==> src/rtl/deskew_registers_if.sv <==
// Bus bundle for deskew_registers: skewed lane inputs, aligned vector outputs.
// DESKEW_CHECK_EN adds the sticky skew_err output.
interface deskew_registers_if #(
    parameter int DATA_WIDTH = 16,
    parameter int N          = 16,
    parameter int ROWS       = 16
);
    localparam int CW = (ROWS > 1) ? $clog2(ROWS) : 1;

    logic                    en;
    logic                    clear;
    logic [N-1:0]            in_valid;
    logic [DATA_WIDTH*N-1:0] packed_din;
    logic                    out_valid;
    logic [DATA_WIDTH*N-1:0] packed_dout;
    logic [CW-1:0]           out_row_idx;
    logic                    tile_done;
`ifdef DESKEW_CHECK_EN
    logic                    skew_err;

    modport master (output en, clear, in_valid, packed_din,
                    input  out_valid, packed_dout, out_row_idx, tile_done, skew_err);
    modport slave  (input  en, clear, in_valid, packed_din,
                    output out_valid, packed_dout, out_row_idx, tile_done, skew_err);
`else
    modport master (output en, clear, in_valid, packed_din,
                    input  out_valid, packed_dout, out_row_idx, tile_done);
    modport slave  (input  en, clear, in_valid, packed_din,
                    output out_valid, packed_dout, out_row_idx, tile_done);
`endif
endinterface

==> src/rtl/deskew_registers.sv <==
// Output deskew for the systolic array: lane i is delayed N-1-i cycles so each row
// leaves as one aligned vector; counts rows per tile. Optional DESKEW_CHECK_EN skew checker.
module deskew_registers #(
    parameter int DATA_WIDTH = 16,
    parameter int N          = 16,
    parameter int ROWS       = 16
) (
    input  logic              clk,
    input  logic              rst_n,
    deskew_registers_if.slave bus
);
    localparam int             CW       = (ROWS > 1) ? $clog2(ROWS) : 1;
    localparam int             VD       = N - 1;
    localparam logic [CW-1:0]  LAST_ROW = CW'(ROWS - 1);

    logic [VD-1:0]                  vld_pipe_q;
    logic [N-1:0][DATA_WIDTH-1:0]   lane_tail;
    logic                           load;

    logic                    out_valid_q, out_valid_d;
    logic                    tile_done_q, tile_done_d;
    logic [DATA_WIDTH*N-1:0] dout_q, dout_d;
    logic [CW-1:0]           idx_q, idx_d;
    logic [CW-1:0]           next_q, next_d;

    // Per-lane data delay; data shifts on every enabled edge regardless of valid.
    for (genvar i = 0; i < N; i++) begin : g_lane
        if (i == N - 1) begin : g_direct
            assign lane_tail[i] = bus.packed_din[i*DATA_WIDTH +: DATA_WIDTH];
        end else begin : g_chain
            localparam int D = N - 1 - i;
            logic [D-1:0][DATA_WIDTH-1:0] dly_q;

            always_ff @(posedge clk or negedge rst_n) begin
                if (!rst_n) begin
                    dly_q <= '0;
                end else if (bus.en) begin
                    dly_q[0] <= bus.packed_din[i*DATA_WIDTH +: DATA_WIDTH];
                    for (int k = 1; k < D; k++) dly_q[k] <= dly_q[k-1];
                end
            end

            assign lane_tail[i] = dly_q[D-1];
        end
    end

    // Only lane 0's valid is tracked; vld_pipe_q[k] is in_valid[0] delayed k+1 enabled edges.
    always_ff @(posedge clk or negedge rst_n) begin
        if (!rst_n) begin
            vld_pipe_q <= '0;
        end else if (bus.clear) begin
            vld_pipe_q <= '0;
        end else if (bus.en) begin
            vld_pipe_q[0] <= bus.in_valid[0];
            for (int k = 1; k < VD; k++) vld_pipe_q[k] <= vld_pipe_q[k-1];
        end
    end

    assign load = bus.en && !bus.clear && vld_pipe_q[VD-1];

    always_comb begin
        out_valid_d = 1'b0;
        tile_done_d = 1'b0;
        dout_d      = dout_q;
        idx_d       = idx_q;
        next_d      = next_q;
        if (bus.clear) begin
            idx_d  = '0;
            next_d = '0;
        end else if (load) begin
            out_valid_d = 1'b1;
            tile_done_d = (next_q == LAST_ROW);
            dout_d      = lane_tail;
            idx_d       = next_q;
            next_d      = (next_q == LAST_ROW) ? '0 : next_q + 1'b1;
        end
    end

    always_ff @(posedge clk or negedge rst_n) begin
        if (!rst_n) begin
            out_valid_q <= 1'b0;
            tile_done_q <= 1'b0;
            dout_q      <= '0;
            idx_q       <= '0;
            next_q      <= '0;
        end else begin
            out_valid_q <= out_valid_d;
            tile_done_q <= tile_done_d;
            dout_q      <= dout_d;
            idx_q       <= idx_d;
            next_q      <= next_d;
        end
    end

    assign bus.out_valid   = out_valid_q;
    assign bus.tile_done   = tile_done_q;
    assign bus.packed_dout = dout_q;
    assign bus.out_row_idx = idx_q;

`ifdef DESKEW_CHECK_EN
    // Reference chain ignores clear so lanes of a flushed row still line up afterwards.
    logic [VD-1:0] ref_q;
    logic          skew_err_q;
    logic          mismatch;

    always_ff @(posedge clk or negedge rst_n) begin
        if (!rst_n) begin
            ref_q <= '0;
        end else if (bus.en) begin
            ref_q[0] <= bus.in_valid[0];
            for (int k = 1; k < VD; k++) ref_q[k] <= ref_q[k-1];
        end
    end

    assign mismatch = |(bus.in_valid[N-1:1] ^ ref_q);

    always_ff @(posedge clk or negedge rst_n) begin
        if (!rst_n)                   skew_err_q <= 1'b0;
        else if (bus.clear)           skew_err_q <= 1'b0;
        else if (bus.en && mismatch)  skew_err_q <= 1'b1;
    end

    assign bus.skew_err = skew_err_q;
`else
    logic unused_lane_valid;
    assign unused_lane_valid = ^bus.in_valid[N-1:1];
`endif
endmodule
==> src/flat_wrapper.sv <==
// flat-port wrapper written by rule: the top's interface ports become plain ports
module deskew_registers_flat 
#(
    parameter int DATA_WIDTH = 16,
    parameter int N          = 16,
    parameter int ROWS       = 16
)
  (clk, rst_n, bus_en, bus_clear, bus_in_valid, bus_packed_din, bus_out_valid, bus_packed_dout, bus_out_row_idx, bus_tile_done);
  deskew_registers_if #(.DATA_WIDTH(DATA_WIDTH), .N(N), .ROWS(ROWS)) bus_i ();
  input  logic clk;
  input  logic rst_n;
  input wire logic [$bits(bus_i.en)-1:0] bus_en;
  input wire logic [$bits(bus_i.clear)-1:0] bus_clear;
  input wire logic [$bits(bus_i.in_valid)-1:0] bus_in_valid;
  input wire logic [$bits(bus_i.packed_din)-1:0] bus_packed_din;
  output wire logic [$bits(bus_i.out_valid)-1:0] bus_out_valid;
  output wire logic [$bits(bus_i.packed_dout)-1:0] bus_packed_dout;
  output wire logic [$bits(bus_i.out_row_idx)-1:0] bus_out_row_idx;
  output wire logic [$bits(bus_i.tile_done)-1:0] bus_tile_done;
  assign bus_i.en = bus_en;
  assign bus_i.clear = bus_clear;
  assign bus_i.in_valid = bus_in_valid;
  assign bus_i.packed_din = bus_packed_din;
  assign bus_out_valid = bus_i.out_valid;
  assign bus_packed_dout = bus_i.packed_dout;
  assign bus_out_row_idx = bus_i.out_row_idx;
  assign bus_tile_done = bus_i.tile_done;
  deskew_registers #(.DATA_WIDTH(DATA_WIDTH), .N(N), .ROWS(ROWS)) u_core (.clk(clk), .rst_n(rst_n), .bus(bus_i));
endmodule
==> config.mk <==
export PLATFORM = sky130hd
export DESIGN_NAME = deskew_registers_flat
export DESIGN_NICKNAME = d
export VERILOG_FILES = /design/src/rtl/deskew_registers_if.sv /design/src/rtl/deskew_registers.sv /design/src/flat_wrapper.sv
export SDC_FILE = /design/constraint.sdc
export NUM_CORES = 2
export LEC_CHECK = 0
export BUFFER_PORTS_ARGS = -buffer_cell sky130_fd_sc_hd__buf_2
export CAP_MARGIN = 20
export CORE_MARGIN = 3
export CORE_UTILIZATION = 55
export CTS_CLUSTER_SIZE = 8
export DETAILED_ROUTE_END_ITERATION = 8
export HOLD_SLACK_MARGIN = 0.06
export PLACE_DENSITY = 0.72
export SETUP_SLACK_MARGIN = 0.4
export SLEW_MARGIN = 5
export SYNTH_ARGS = -nofsm -noshare
export SYNTH_HDL_FRONTEND = slang
export SYNTH_SLANG_ARGS = --single-unit
==> constraint.sdc <==
create_clock -name clk -period 3.1 [get_ports clk]
set_input_delay 0.31 -clock clk [delete_from_list [all_inputs] [get_ports clk]]
set_output_delay 0.31 -clock clk [all_outputs]
set_load 0.05 [all_outputs]
==> impl_metrics.py <==
metrics = {
    "worst_setup_path": {
        "required_ns": 3.96,
        "cp.arrival_ns": 3.12,
        "cp_max_fo": 53,
        "startpoint_type": "input pin",
        "critical_path.endpoint_type": "async pin",
        "critical_path_class": "in -> async",
    },
    "timing": {
        "relSlewSlack": 0.267,
        "min_period_over_period": 0.728,
        "finalCriticalPeriod_ns": 2.26,
        "final-hold-violation-count": 0,
        "finalClockSkew_ns": 0.0555,
        "worst_pin_slew_ns": 1.10,
        "rsz0062_at_grt": "no",
        "fin_ws_ns": 0.842,
        "fmax_mhz": 443,
        "fin_hold_ws_ns": 0.215,
        "finalSetupViolations": 0,
        "drv_slew": 0,
        "finalSetupTns_ns": 0,
    },
    "synthesis": {
        "syn_avg_cell_area_sq_um": 17.5,
        "synthCells": 4684,
        "ys_seq_area_frac": 0.673,
        "ys_warn_count": 0,
        "synth_cell_types": 20,
        "syn-cell-area_sq_um": 81900,
        "yosys_register_bits": 2201,
        "syn_nets": 4961,
    },
    "status": {
        "status": "complete, no violations",
    },
    "cells_and_area": {
        "final_net_count": 5909,
        "final_cells": 7570,
        "fillerInstances": 10021,
        "syn_to_final_growth_pct": 18.6,
        "fin_util": 0.661,
        "post_route_cells_drive_above_1_share": 0.518,
    },
    "routing": {
        "drtIter0Drc": 1640,
        "antenna_left": 0,
        "firstDrtPassIters": 5,
        "avgRoutedWirePerCell_um": 18.4,
        "vias": 40224,
        "routed_wl_um": 140000,
        "viasPerCell": 5.31,
        "drc": 0,
    },
    "place": {
        "preCtsSetupSlack_ns": 0.871,
        "placed_cells": 6958,
        "gp_congestion": 0.764,
        "dp_hpwl_um": 82800,
        "portBuffers": 522,
    },
    "die": {
        "rows": 140,
        "die_y_um": 392,
        "io_pins": 538,
        "die_area_sq_um": 154000,
        "initial_core_util": 0.558,
        "die_w_um": 392,
        "coreArea_sq_um": 147000,
    },
    "pwr": {
        "combPwrFrac": 0.118,
        "leakage_nw": 44.5,
        "ir_worst_vdd_uv": 704,
        "p_clk_frac": 0.372,
        "p_int_mw": 61.2,
        "switchingPower_mw": 17.9,
        "p_per_area_nw_per_um2": 815,
        "switching_share": 0.226,
        "seqPwrFrac": 0.510,
    },
    "flow_run": {
        "maxCapViolCount": 0,
    },
    "clock_network": {
        "cts_tree": "done",
        "cts_buffer_depth": 4,
        "clkLatencyLatePin_ns": 0.86,
        "cts_sinks": 2201,
        "root_buffer": "clkbuf_16",
        "post-cts-setup-buffer-count": 0,
        "cts_max_level": 5,
        "path_clk_slew_ns": 0.05,
        "cts_made_buffers": 325,
    },
    "grt": {
        "grt_pass1_wl_um": 232000,
        "grt_max_degree": 193,
        "grt_pass1_vias": 44178,
        "antenna_found_initial": 10,
        "track_usage": 0.185,
        "grt-ovfl-total": 0,
    },
    "hold_path": {
        "hold_path.class": "in -> reg",
    },
}
-- routing by layer --
metal  vias to the layer above  track usage  part of all wire
met4                         2       0.0734             0.032
met1                     20904        0.242              0.43
met3                       299       0.0413             0.049
met5                         -            0          0.000050
met2                       695        0.303              0.49
li1                      18324            -                 -
-- layout by cell type (no fill, tap or decap) --
master         instances
clkinv_8               1
dfrtp_1             2201
nand3_1                6
diode_2                9
dlygate4sd3_1        264
nand2_4                1
nor2_1                17
mux2_1               200
inv_6                  8
clkbuf_8               1
clkbuf_16            328
ha_1                   1
mux2_2              1976
or3_1                  1
clkinvlp_4             1
a21oi_1                7
buf_4                 44
buf_2                520
nor2_8                 1
nand2_1                6
xor2_1                 2
buf_12                41
o21ai_0                1
and4_1                 1
mux2i_1               15
-- critical path, cell delays in order --
cell and delay, ns:
dlygate4sd3_1 0.53, dlygate4sd3_1 0.60, buf_12 0.39, dlygate4sd3_1 1.20
-- layout make-up --
type                            count  area [sq um]  area share
Multi-Input combinational cell   2235         24900       0.256
Timing Repair Buffer              869          6400      0.0659
Tap cell                         1917          2400      0.0247
Sequential cell                  2201         55100       0.567
Clock buffer                      329          8220      0.0847
Clock inverter                     10          93.8    0.000966
Antenna cell                        9          22.5    0.000232
-- power by group through the flow --
stage / clock network [mW] / registers [mW] / logic [mW]
after global routing: 31.6 / 41.4 / 10.4
after CTS: 30.4 / 40.5 / 9.55
after global placement: 0 / 40.4 / 8.72
after detailed placement: 0 / 40.8 / 9.14
final: 29.5 / 40.4 / 9.33
after floorplan: 0 / 39.1 / 7.61
-- stage by stage --
| step | cell area (sq um) | power [mW] |
|---|---|---|
| after floorplan | 81900 | 46.7 |
| after global placement | 86100 | 49.1 |
| after detailed placement | 86100 | 49.9 |
| after CTS | 97100 | 80.4 |
| after global routing | 97100 | 83.3 |
| final | 97100 | 79.2 |
-- sequential cells by signal, summed over array words and instances (netlist names) --
name	count
u_core.bus.out_row_idx	4
u_core.next_q	4
u_core.bus.out_valid	1
u_core.vld_pipe_q	15
u_core.bus.packed_dout	256
u_core.bus.tile_done	1
u_core.g_lane.g_chain.dly_q	1920
-- worst paths after layout --
check,startpoint,end,slack [ns],cells past startpoint
max,rst_n,u_core.g_lane[11].g_chain.dly_q[28]$_DFFE_PN0P_,0.84,4
min,bus_packed_din[145],u_core.g_lane[9].g_chain.dly_q[1]$_DFFE_PN0P_,0.22,3
max reg2reg,u_core.vld_pipe_q[14]$_DFFE_PN0P_,u_core.bus.packed_dout[82]$_DFFE_PN0P_,0.95,5
min reg2reg,u_core.g_lane[8].g_chain.dly_q[97]$_DFFE_PN0P_,u_core.bus.packed_dout[129]$_DFFE_PN0P_,0.45,1
max in group clk,u_core.vld_pipe_q[14]$_DFFE_PN0P_,u_core.bus.packed_dout[82]$_DFFE_PN0P_,0.95,5
min in group asynchronous,rst_n,u_core.g_lane[0].g_chain.dly_q[131]$_DFFE_PN0P_,0.66,3
-- synth_stat cells, drive strengths merged --
cell type,instances,share of area
nand2,7,0.00041
ha,1,0.00015
dfrtp,2201,0.67
nor2,18,0.0010
mux2i,15,0.0018
clkbuf,2,0.000092
a21oi,7,0.00043
buf,246,0.023
xor2,2,0.00021
mux2,2176,0.30
o21ai,1,0.000061
and4,1,0.00011
or3,1,0.000076
nand3,6,0.00037
-- cell families after synthesis --
| logic type | after synthesis | share of synthesized area |
|---|---|---|
| AND/OR/NAND/NOR | 33 | 0.00199 |
| flip-flops | 2201 | 0.673 |
| adder cells (fa/ha/maj) | 1 | 0.000153 |
| XOR/XNOR | 2 | 0.000214 |
| buffers and inverters | 248 | 0.0236 |
| AO/OA/AOI/OAI | 8 | 0.000489 |
| multiplexers | 2191 | 0.301 |
-- what timing repair did --
action | in CTS | in global routing
resized for setup | 0 | 0
hold endpoints to repair | 1373 | 0
hold buffers | 264 | 0
Power figures use the tool's default switching activity.
